`config.mk`:
```
export PLATFORM = sky130hd
export DESIGN_NAME = wb_buffered_stage
export DESIGN_NICKNAME = d
export VERILOG_FILES = /design/src/rtl/wb_pkg.sv /design/src/rtl/wb_pending_fifo.sv /design/src/rtl/wb_buffered_stage.sv
export SDC_FILE = /design/constraint.sdc
export NUM_CORES = 1
export LEC_CHECK = 0
export BUFFER_PORTS_ARGS = -buffer_cell sky130_fd_sc_hd__buf_2
export CORE_UTILIZATION = 35
export DETAILED_ROUTE_END_ITERATION = 10
export GPL_ROUTABILITY_DRIVEN = 1
export MAX_ROUTING_LAYER = met4
export PLACE_DENSITY = 0.7
export SYNTH_ARGS = -nofsm -noshare
export SYNTH_HDL_FRONTEND = slang
export SYNTH_HIERARCHICAL = 1
export SYNTH_SLANG_ARGS = --single-unit
```
`constraint.sdc`:
```
create_clock -name clk -period 3.2 [get_ports clk]
set_clock_uncertainty 0.15 [all_clocks]
set_input_delay 0.32 -clock clk [delete_from_list [all_inputs] [get_ports clk]]
set_output_delay 0.32 -clock clk [all_outputs]
set_load 0.02 [all_outputs]
```
`src/rtl/wb_pkg.sv`:
```
// +----------------------------------------------------------------------------+
// | wb_pkg : shared result-select codes, ctrl field offsets and entry type      |
// | Revision: 1.0                                                              |
// +----------------------------------------------------------------------------+
`default_nettype none

package wb_pkg;
  localparam logic [1:0] WB_SEL_FU   = 2'd0;
  localparam logic [1:0] WB_SEL_MEM  = 2'd1;
  localparam logic [1:0] WB_SEL_PC   = 2'd2;
  localparam logic [1:0] WB_SEL_ZERO = 2'd3;

  // ctrl_i is packed {rd, we, sel[1:0]} with sel in the LSBs
  localparam int WB_CTRL_SEL_LSB = 0;
  localparam int WB_CTRL_SEL_W   = 2;
  localparam int WB_CTRL_WE_BIT  = 2;
  localparam int WB_CTRL_RD_LSB  = 3;

  localparam int WB_DATA_W = 32;
  localparam int WB_RD_W   = 5;

  typedef struct packed {
    logic [WB_RD_W-1:0]   rd;
    logic [WB_DATA_W-1:0] data;
  } wb_entry_t;
endpackage

`default_nettype wire

```
`src/rtl/wb_pending_fifo.sv`:
```
// +----------------------------------------------------------------------------+
// | wb_pending_fifo : circular store of pending register-file writes           |
// | Macro WB_FWD_EN exposes the raw entries and head pointer for lookup.       |
// | Revision: 1.0                                                              |
// +----------------------------------------------------------------------------+
`default_nettype none

module wb_pending_fifo #(
  parameter  int DEPTH   = 2,
  parameter  int ENTRY_W = 37,
  localparam int CNT_W   = $clog2(DEPTH + 1),
  localparam int PTR_W   = (DEPTH > 1) ? $clog2(DEPTH) : 1
) (
  input  logic                     clk,
  input  logic                     rst_n,
  input  logic                     push,
  input  logic [ENTRY_W-1:0]       push_data,
  input  logic                     pop,
  output logic [ENTRY_W-1:0]       head_data,
  output logic [CNT_W-1:0]         count
`ifdef WB_FWD_EN
  ,
  output logic [PTR_W-1:0]         head_ptr,
  output logic [DEPTH*ENTRY_W-1:0] entries
`endif
);

  logic [ENTRY_W-1:0] r_mem [DEPTH];
  logic [PTR_W-1:0]   r_wr_ptr;
  logic [PTR_W-1:0]   r_rd_ptr;
  logic [CNT_W-1:0]   r_count;

  function automatic logic [PTR_W-1:0] ptr_next(input logic [PTR_W-1:0] p);
    return (p == PTR_W'(DEPTH - 1)) ? '0 : p + PTR_W'(1);
  endfunction

  always_ff @(posedge clk) begin
    if (!rst_n) begin
      r_wr_ptr <= '0;
      r_rd_ptr <= '0;
      r_count  <= '0;
    end else begin
      if (push) r_wr_ptr <= ptr_next(r_wr_ptr);
      if (pop)  r_rd_ptr <= ptr_next(r_rd_ptr);
      case ({push, pop})
        2'b10:   r_count <= r_count + CNT_W'(1);
        2'b01:   r_count <= r_count - CNT_W'(1);
        default: r_count <= r_count;
      endcase
    end
  end

  // Storage needs no reset: occupancy alone decides what is visible.
  always_ff @(posedge clk) begin
    if (push) r_mem[r_wr_ptr] <= push_data;
  end

  assign head_data = r_mem[r_rd_ptr];
  assign count     = r_count;

`ifdef WB_FWD_EN
  assign head_ptr = r_rd_ptr;
  for (genvar i = 0; i < DEPTH; i++) begin : g_flat
    assign entries[i*ENTRY_W +: ENTRY_W] = r_mem[i];
  end
`endif

endmodule

`default_nettype wire

```
`src/rtl/wb_buffered_stage.sv`:
```
// +----------------------------------------------------------------------------+
// | wb_buffered_stage : write-back result select with buffered RF writes       |
// | Macro WB_FWD_EN adds combinational forwarding lookup ports.                |
// | Revision: 1.0                                                              |
// +----------------------------------------------------------------------------+
`default_nettype none

module wb_buffered_stage
  import wb_pkg::*;
#(
  parameter  int DATA_W    = 32,
  parameter  int RD_W      = 5,
  parameter  int DEPTH     = 2,
  parameter  int FWD_PORTS = 2,
  localparam int CNT_W     = $clog2(DEPTH + 1)
) (
  input  logic                        clk,
  input  logic                        rst_n,
  input  logic                        in_valid_i,
  output logic                        in_ready_o,
  input  logic [DATA_W-1:0]           fu_i,
  input  logic [DATA_W-1:0]           mem_i,
  input  logic [DATA_W-1:0]           pcplus_i,
  input  logic [RD_W+2:0]             ctrl_i,
  output logic                        rf_we_o,
  output logic [RD_W-1:0]             rf_rd_o,
  output logic [DATA_W-1:0]           rf_data_o,
  input  logic                        rf_ready_i,
  output logic [CNT_W-1:0]            pending_o
`ifdef WB_FWD_EN
  ,
  input  logic [FWD_PORTS*RD_W-1:0]   fwd_addr_i,
  output logic [FWD_PORTS-1:0]        fwd_hit_o,
  output logic [FWD_PORTS*DATA_W-1:0] fwd_data_o
`endif
);

  localparam int ENTRY_W = RD_W + DATA_W;
  localparam int PTR_W   = (DEPTH > 1) ? $clog2(DEPTH) : 1;

  logic [WB_CTRL_SEL_W-1:0] w_sel;
  logic                     w_we;
  logic [RD_W-1:0]          w_rd;
  logic [DATA_W-1:0]        w_result;
  logic                     w_accept;
  logic                     w_push;
  logic                     w_pop;
  logic [ENTRY_W-1:0]       w_head;
  logic [CNT_W-1:0]         w_count;

  assign w_sel = ctrl_i[WB_CTRL_SEL_LSB +: WB_CTRL_SEL_W];
  assign w_we  = ctrl_i[WB_CTRL_WE_BIT];
  assign w_rd  = ctrl_i[WB_CTRL_RD_LSB +: RD_W];

  always_comb begin
    w_result = '0;
    case (w_sel)
      WB_SEL_FU:   w_result = fu_i;
      WB_SEL_MEM:  w_result = mem_i;
      WB_SEL_PC:   w_result = pcplus_i;
      WB_SEL_ZERO: w_result = '0;
      default:     w_result = '0;
    endcase
  end

  // Ready depends only on occupancy, never on the RF grant.
  assign in_ready_o = (w_count < CNT_W'(DEPTH));
  assign w_accept   = in_valid_i && in_ready_o;
  assign w_push     = w_accept && w_we && (w_rd != '0);
  assign w_pop      = rf_we_o && rf_ready_i;

  assign pending_o  = w_count;
  assign rf_we_o    = (w_count != '0);
  assign rf_rd_o    = rf_we_o ? w_head[DATA_W +: RD_W] : '0;
  assign rf_data_o  = rf_we_o ? w_head[DATA_W-1:0]     : '0;

`ifdef WB_FWD_EN
  logic [PTR_W-1:0]         w_head_ptr;
  logic [DEPTH*ENTRY_W-1:0] w_entries;
`endif

  wb_pending_fifo #(
    .DEPTH   (DEPTH),
    .ENTRY_W (ENTRY_W)
  ) u_fifo (
    .clk       (clk),
    .rst_n     (rst_n),
    .push      (w_push),
    .push_data ({w_rd, w_result}),
    .pop       (w_pop),
    .head_data (w_head),
    .count     (w_count)
`ifdef WB_FWD_EN
    ,
    .head_ptr  (w_head_ptr),
    .entries   (w_entries)
`endif
  );

`ifdef WB_FWD_EN
  for (genvar k = 0; k < FWD_PORTS; k++) begin : g_fwd_port
    logic [RD_W-1:0]   w_addr;
    logic              w_hit;
    logic [DATA_W-1:0] w_data;

    assign w_addr = fwd_addr_i[k*RD_W +: RD_W];

    // Walk oldest to youngest so the last match wins.
    always_comb begin
      w_hit  = 1'b0;
      w_data = '0;
      for (int i = 0; i < DEPTH; i++) begin
        int idx;
        idx = (int'(w_head_ptr) + i) % DEPTH;
        if ((i < int'(w_count)) && (w_addr != '0) &&
            (w_entries[idx*ENTRY_W + DATA_W +: RD_W] == w_addr)) begin
          w_hit  = 1'b1;
          w_data = w_entries[idx*ENTRY_W +: DATA_W];
        end
      end
    end

    assign fwd_hit_o[k]                  = w_hit;
    assign fwd_data_o[k*DATA_W +: DATA_W] = w_data;
  end
`endif

endmodule

`default_nettype wire
```
==> results.md, run 1 <==
- Max cap viols: 0
- Register area: 2320 µm²
- Top-count cell post-synth: edfxtp_1
- Synth top area share: 57.7%
- Setup violators final: 0
- Initial antenna violation count: 0
- Tot GR Track Use: 15.5%
- Leak: 2.03 nW
- Gate power share: 34.0%
- Fin worst setup slack: 0.736 ns
- Multi-input gate area: 1410 µm²
- Post-CTS resize count: 0
- Worst Setup Path Type: reg2out
- Row Count: 37
- DIE WIDTH: 107 µm
- Antenna diodes: 0
- DRT Pass-1 Iters: 4
- Min Tclk post-route: 2.46 ns
- Fin. Hold Viols: 0
- Placed cell areas: 4700 µm²
- Clock network fraction of total power: 25.3%
- DRC: 0
- Num CTS Buffers: 9
- Largest net degree at the start of global routing: 39
- Final Util: 46.9%
- Synth async-reset ratio: 0%
- Mapped cell area: 3850 µm²
- Post-DP HPWL: 5720 µm
- Routed length per instance: 15.5 µm
- Final setup TNS: 0 ns
- CP Capture Type: output pin
- Syn Nets: 368
- Die Ht: 107 µm
- Post-layout nets: 512
- CTS max path bufs: 2
- Worst hold stages: 1
- Grt ovf: 0
- Post-route design area: 4930 µm²
- Vias/cell: 4.78
- Synth Register Bits: 79
- Share of cells above drive strength 1: 51.2%
- Initial Util: 36.6%
- CTS sink cnt: 79
- Yosys warns: 6
- Synthesis-to-finish area growth: 28.0%
- Root buffer cell: clkbuf_8
- Worst-Skew Late Latency: 0.33 ns
- Tightest Hold Check Type: in2reg
- FILL cells: 944
- Syn_area_per_cell: 14.9 µm²
- TritonCTS clock tree: built
- Switch share: 32.5%
- Post-CTS setup buffers: 0
- IO Pins: 149
- Fmax: 406 MHz
- Synth Flop Type: edfxtp_1
- Antenna Violating Nets Remaining: 0
- Port bufs: 148
- Post-synth cell types: 24
- # H-tree levels: 3
- Vias in the first global route: 2690
- Place WS: 0.787 ns
- Seq pwr share: 40.8%
- Crit path DAT: 1.99 ns
- Post-CTS Hold Fix Bufs: 0
- Post-Route WL: 8430 µm
- Status: finished, final reports clean
- Die ar.: 11400 µm²
- Most instantiated cells after synthesis: 74 x edfxtp_1, 37 x mux2_2, 36 x nor2b_1
- Clock Pin Slew Worst Setup and Hold Paths: 0.08 ns
- Period utilization: 77.0%
- Placeable Area: 10500 µm²
- Slew HR: 37.1%
- Synth Instances: 259
- Worst Tran Pin Value: 0.944 ns
- Setup repair after global routing missed its margin: false
- Area leader, netlist: edfxtp_1
- Cell Pwr Density: 657 nW/µm²
- Worst Reg2Reg Path Length in Cells: 5
- Routability cong.: 0.693
- Worst IR Drop VDD: 0.653 mV
- Startpoint types: flop
- Max Fanout on Critical Path: 37
- Top cells by area, synth: edfxtp_1 58%, mux2_2 11%, mux2i_1 8.3%
- Sw Pwr: 1.05 mW
- Slew Viols, Final: 0
- Sequential fraction of the synthesis area: 60.3%
- Routed via count: 2602
- First-pass GRT wire length: 13000 µm
- Drt first-iter violations: 84
- Internal: 2.19 mW
- CP required: 2.73 ns
- EDFF count, synth: 74
-- cells by family after synthesis --
kind of cell / synth area share (%)
buffers and inverters: 3.58
and+or+nand+nor: 7.84
xor gates and xnor gates: 0.683
adders and majority gates: 0.325
DFF: 60.3
AOI/OAI and AO/OA: 8.09
muxes: 19.1
-- cell type report --
type,count,share of cell area [%]
multi-input cells,157,28.6
clock inverters,3,1.32
repair buffers,153,16.0
inverters,3,0.229
flip-flops and latches,79,47.2
well taps,136,3.45
clock buffers,13,3.22
-- power by group through the flow --
stage                     registers [mW]  clock network [mW]  logic (mW)
final                               1.32               0.818        1.10
after global routing                1.34               0.882        1.19
after CTS                           1.32               0.836        1.12
after detailed placement            1.35                   0        1.12
after global placement              1.34                   0        1.10
after floorplan                     1.28                   0       0.808
-- sequential cells by signal (all words and copies together), names as in the netlist, named ones only --
name             count
u_fifo/r_wr_ptr      1
u_fifo/r_mem        74
u_fifo/r_rd_ptr      1
u_fifo/count         2
-- per-layer routing --
| metal | vias up | share of wire [%] | track usage (%) |
|---|---|---|---|
| met2 | 93 | 52 | 27.7 |
| li1 | 1270 | - | - |
| met4 | 0 | 0.32 | 3.52 |
| met5 | - | 0 | - |
| met3 | 2 | 5.7 | 4.32 |
| met1 | 1237 | 42 | 17.1 |
-- per-stage QoR --
stage	power, mW	cells	hold slack, ns
2_1_floorplan	2.09	259	0.269
3_3_place_gp	2.44	528	0.372
3_5_place_dp	2.46	528	0.379
4_1_cts	3.28	544	0.0160
5_1_grt	3.41	544	0.0185
6_report	3.24	544	0.0329
-- critical path, stage by stage (launching register included) --
cell and delay (ns):
dfxtp_2 0.93, mux2_2 0.41, nor2b_1 0.13, buf_2 0.17
-- cell usage in the layout, fill, tap and decap left out, types with 3 or more instances in the layout --
cell,n
buf_2,148
edfxtp_1,74
mux2_2,37
nor2b_1,35
mux2i_1,32
o2bb2ai_1,32
clkbuf_8,11
and2b_1,4
buf_4,4
dfxtp_1,4
inv_1,3
and2_1,3
-- path summary, 6_finish.rpt --
kind,start,to,slack [ns]
setup / recovery,flop,rf_data_o[5],0.74
hold / removal,ctrl_i[6],u_fifo/r_mem[1][35],0.03
setup reg to reg,u_fifo/count[1],u_fifo/r_mem[0][18],1.15
hold reg to reg,u_fifo/count[1],u_fifo/count[1],0.43
Note: power is estimated with default switching activity, not from simulation.
==> run 2: changes to the inputs <==
ABC_AREA = 1   (was not set)
PLACE_DENSITY = 0.71   (was 0.7)
clock period = 2.1 ns   (was 3.2 ns; I/O delays follow)
==> run 2 against run 1 <==
Effect of this change:
- sequential power is 42% higher
- critical path depth is 2 higher
- first-iteration DRC count is 20% lower
- synthesized area is 3.9% higher
- largest cell class unchanged
- global-route usage is 0.37 points lower
- combinational power hardly changed
- sequential cell count stayed put
- critical endpoint is now rf_data_o[20]
- utilization is 0.93 points higher
==> results.md, run 2 <==
- Initial antenna violation count: 0
- Share of cells above drive strength 1: 39.9%
- Placeable Area: 11000 µm²
- Final setup TNS: 0 ns
- Sequence of cells on the critical path: buf_12 -> mux2_2 -> inv_1 -> nor2_1 -> buf_2
- TritonCTS clock tree: built
- Sw Pwr: 1.25 mW
- Grt ovf: 0
- DIE WIDTH: 109 µm
- Post-synth cell types: 20
- CTS sink cnt: 79
- Worst Tran Pin Value: 0.383 ns
- Commonest non-fill, non-tap cell in the layout: buf_2
- Setup repair after global routing missed its margin: false
- Synth Instances: 381
- Syn Nets: 490
- Worst IR Drop VDD: 0.316 mV
- Routability cong.: 0.821
- Reg-to-reg slack, setup: 0.36 ns
- Status: finished, final reports clean
- Worst path bufs/invs: 3
- Slowest cell on the critical path: mux2_2
- Total power: 4.46 mW
- Antenna Violating Nets Remaining: 0
- Crit path DAT: 1.57 ns
- Startpoint of the worst-slack reg-to-reg timing path: u_fifo/count[1]
- CP Capture Type: output pin
- Largest net degree at the start of global routing: 38
- Area leader, netlist: edfxtp_1
- Die Ht: 109 µm
- Top-count cell post-synth: nand2_1
- Synth top area share: 55.6%
- Register name with the most flops: u_fifo/r_mem
- Most instantiated cells after synthesis: 106 x nand2_1, 74 x edfxtp_1, 52 x nor2_1
- # H-tree levels: 3
- Synth Register Bits: 79
- Syn_area_per_cell: 10.5 µm²
- Routed length per instance: 12.4 µm
- Sequential fraction of the synthesis area: 58.1%
- First-pass GRT wire length: 13200 µm
- Yosys warns: 6
- Min Tclk post-route: 1.93 ns
- Final Util: 47.8%
- IO Pins: 149
- Die ar.: 11900 µm²
- Slew HR: 74.4%
- Tot GR Track Use: 15.1%
- Cell Pwr Density: 849 nW/µm²
- Initial Util: 36.4%
- Hold Startpoint: mem_i[9]
- Synth async-reset ratio: 0%
- Slew Viols, Final: 0
- CTS max path bufs: 2
- Mapped cell area: 4000 µm²
- DRC: 0
- CP required: 1.74 ns
- Number of flip-flops in the largest register: 74
- Worst-Skew Late Latency: 0.32 ns
- Crit Reg-Reg Endpoint: u_fifo/count[1]
- Synth Flop Type: edfxtp_1
- DRT Pass-1 Iters: 4
- Worst Setup Path Type: reg2out
- Port bufs: 148
- Vias/cell: 4.44
- Post-DP HPWL: 5960 µm
- Drt first-iter violations: 67
- Fin. Hold Viols: 0
- Post-Route WL: 8490 µm
- Switch share: 28.0%
- Row Count: 38
- Routed via count: 3026
- Root buffer cell: clkbuf_16
- Internal: 3.21 mW
- Seq pwr share: 41.9%
- Slowest stage delay, CP: 0.37 ns
- Max Fanout on Critical Path: 37
- Antenna diodes: 0
- FILL cells: 1023
- Worst Reg2Reg Path Length in Cells: 12
- Tightest Hold Check Type: in2reg
- Worst hold stages: 3
- Max cap viols: 0
- Leak: 2.47 nW
- Fmax: 517 MHz
- Post-layout nets: 646
- CP delay by family, top: buffers and inverters
- Vias in the first global route: 2895
- Clock network fraction of total power: 33.2%
- Gate power share: 24.9%
- Post-CTS resize count: 0
- Num CTS Buffers: 9
- Commonest non-fill, non-tap cells in the layout: 148 x buf_2, 106 x nand2_1, 74 x edfxtp_1, 50 x nor2_1, 47 x inv_1
- Period utilization: 92.1%
- Clock Pin Slew Worst Setup and Hold Paths: 0.06 ns
- Worst Hold Path EP: u_fifo/r_mem[0][9]
- Top cells by area, synth: edfxtp_1 56%, mux2_4 11%, nand2_1 9.9%
- EDFF count, synth: 74
- Synthesis-to-finish area growth: 31.3%
- Setup violators final: 0
- Startpoint types: flop
==> run 2: cell types whose count changed after synthesis, sizes merged, moves of 33 or more <==
cell,delta
nand3,+33
nor2,+53
nor2b,-36
inv,+47
nand2,+106
==> run 2: how the worst max path moves through the flow <==
| stage | end | from | cells after the start |
|---|---|---|---|
| 2_1_floorplan | u_fifo/r_mem[1][0] | u_fifo/count[1] | 7 |
| 3_3_place_gp | u_fifo/count[1] | u_fifo/count[1] | 12 |
| 3_5_place_dp | u_fifo/count[1] | u_fifo/count[1] | 12 |
| 4_1_cts | rf_data_o[27] | flop | 5 |
| 5_1_grt | u_fifo/count[1] | ctrl_i[6] | 13 |
| 6_report | rf_data_o[20] | flop | 5 |
==> run 2: cell type report <==
| class | instances | area (µm²) | share of cell area, % |
|---|---|---|---|
| Timing Repair Buffer | 162 | 911 | 17.3 |
| Clock inverter | 6 | 61.3 | 1.17 |
| Clock buffer | 10 | 229 | 4.36 |
| Tap cell | 140 | 175 | 3.34 |
| Multi-Input combinational cell | 235 | 1360 | 25.9 |
| Inverter | 50 | 191 | 3.65 |
| Sequential cell | 79 | 2320 | 44.2 |
==> run 2: repair_timing <==
action,in CTS,in global routing
endpoints found under the setup margin,0,0
buffers inserted,0,0
hold buffers,6,0
hold endpoints to repair,12,0
==> run 2: power groups by stage <==
stage	logic, mW	registers (mW)	clock network [mW]
global placement	1.10	1.89	0
global route	1.22	1.88	1.59
detailed placement	1.12	1.90	0
floorplan	0.760	1.90	0
CTS	1.13	1.87	1.53
finish	1.11	1.87	1.48
==> run 2: tightest hold or removal path: cells and delay by family <==
family | cells | cell delay [ns]
buffers and inverters | 1 | 0.08
AND/OR/NAND/NOR | 2 | 0.11
==> run 2: logic make-up (layout without fill, tap and decap cells) <==
kind of cell	Yosys count	in the layout	share of synthesized area [%]
adders and majority gates	1	1	0.313
DFF	79	79	58.1
AOI/OAI and AO/OA	2	2	0.250
buffers and inverters	67	228	8.29
muxes	37	37	13.2
and+or+nand+nor	195	195	19.8
==> run 2: per-layer routing <==
layer | vias up | GRT usage [%] | wire length (µm)
met4 | 0 | 4.73 | 89
met1 | 1379 | 18.0 | 3750
li1 | 1548 | - | -
met5 | - | - | 0
met2 | 90 | 26.0 | 4280
met3 | 9 | 2.69 | 367
==> run 2: per-stage QoR <==
| stage | cell area, µm² | std cells | hold slack [ns] | setup slack, ns |
|---|---|---|---|---|
| after floorplan | 4010 | 381 | 0.159 | 0.0550 |
| after global placement | 4900 | 660 | 0.267 | 0.463 |
| after detailed placement | 4900 | 660 | 0.275 | 0.352 |
| after CTS | 5250 | 682 | 0.0293 | 0.144 |
| after global routing | 5250 | 682 | 0.0375 | 0.0639 |
| final | 5250 | 682 | 0.0400 | 0.166 |
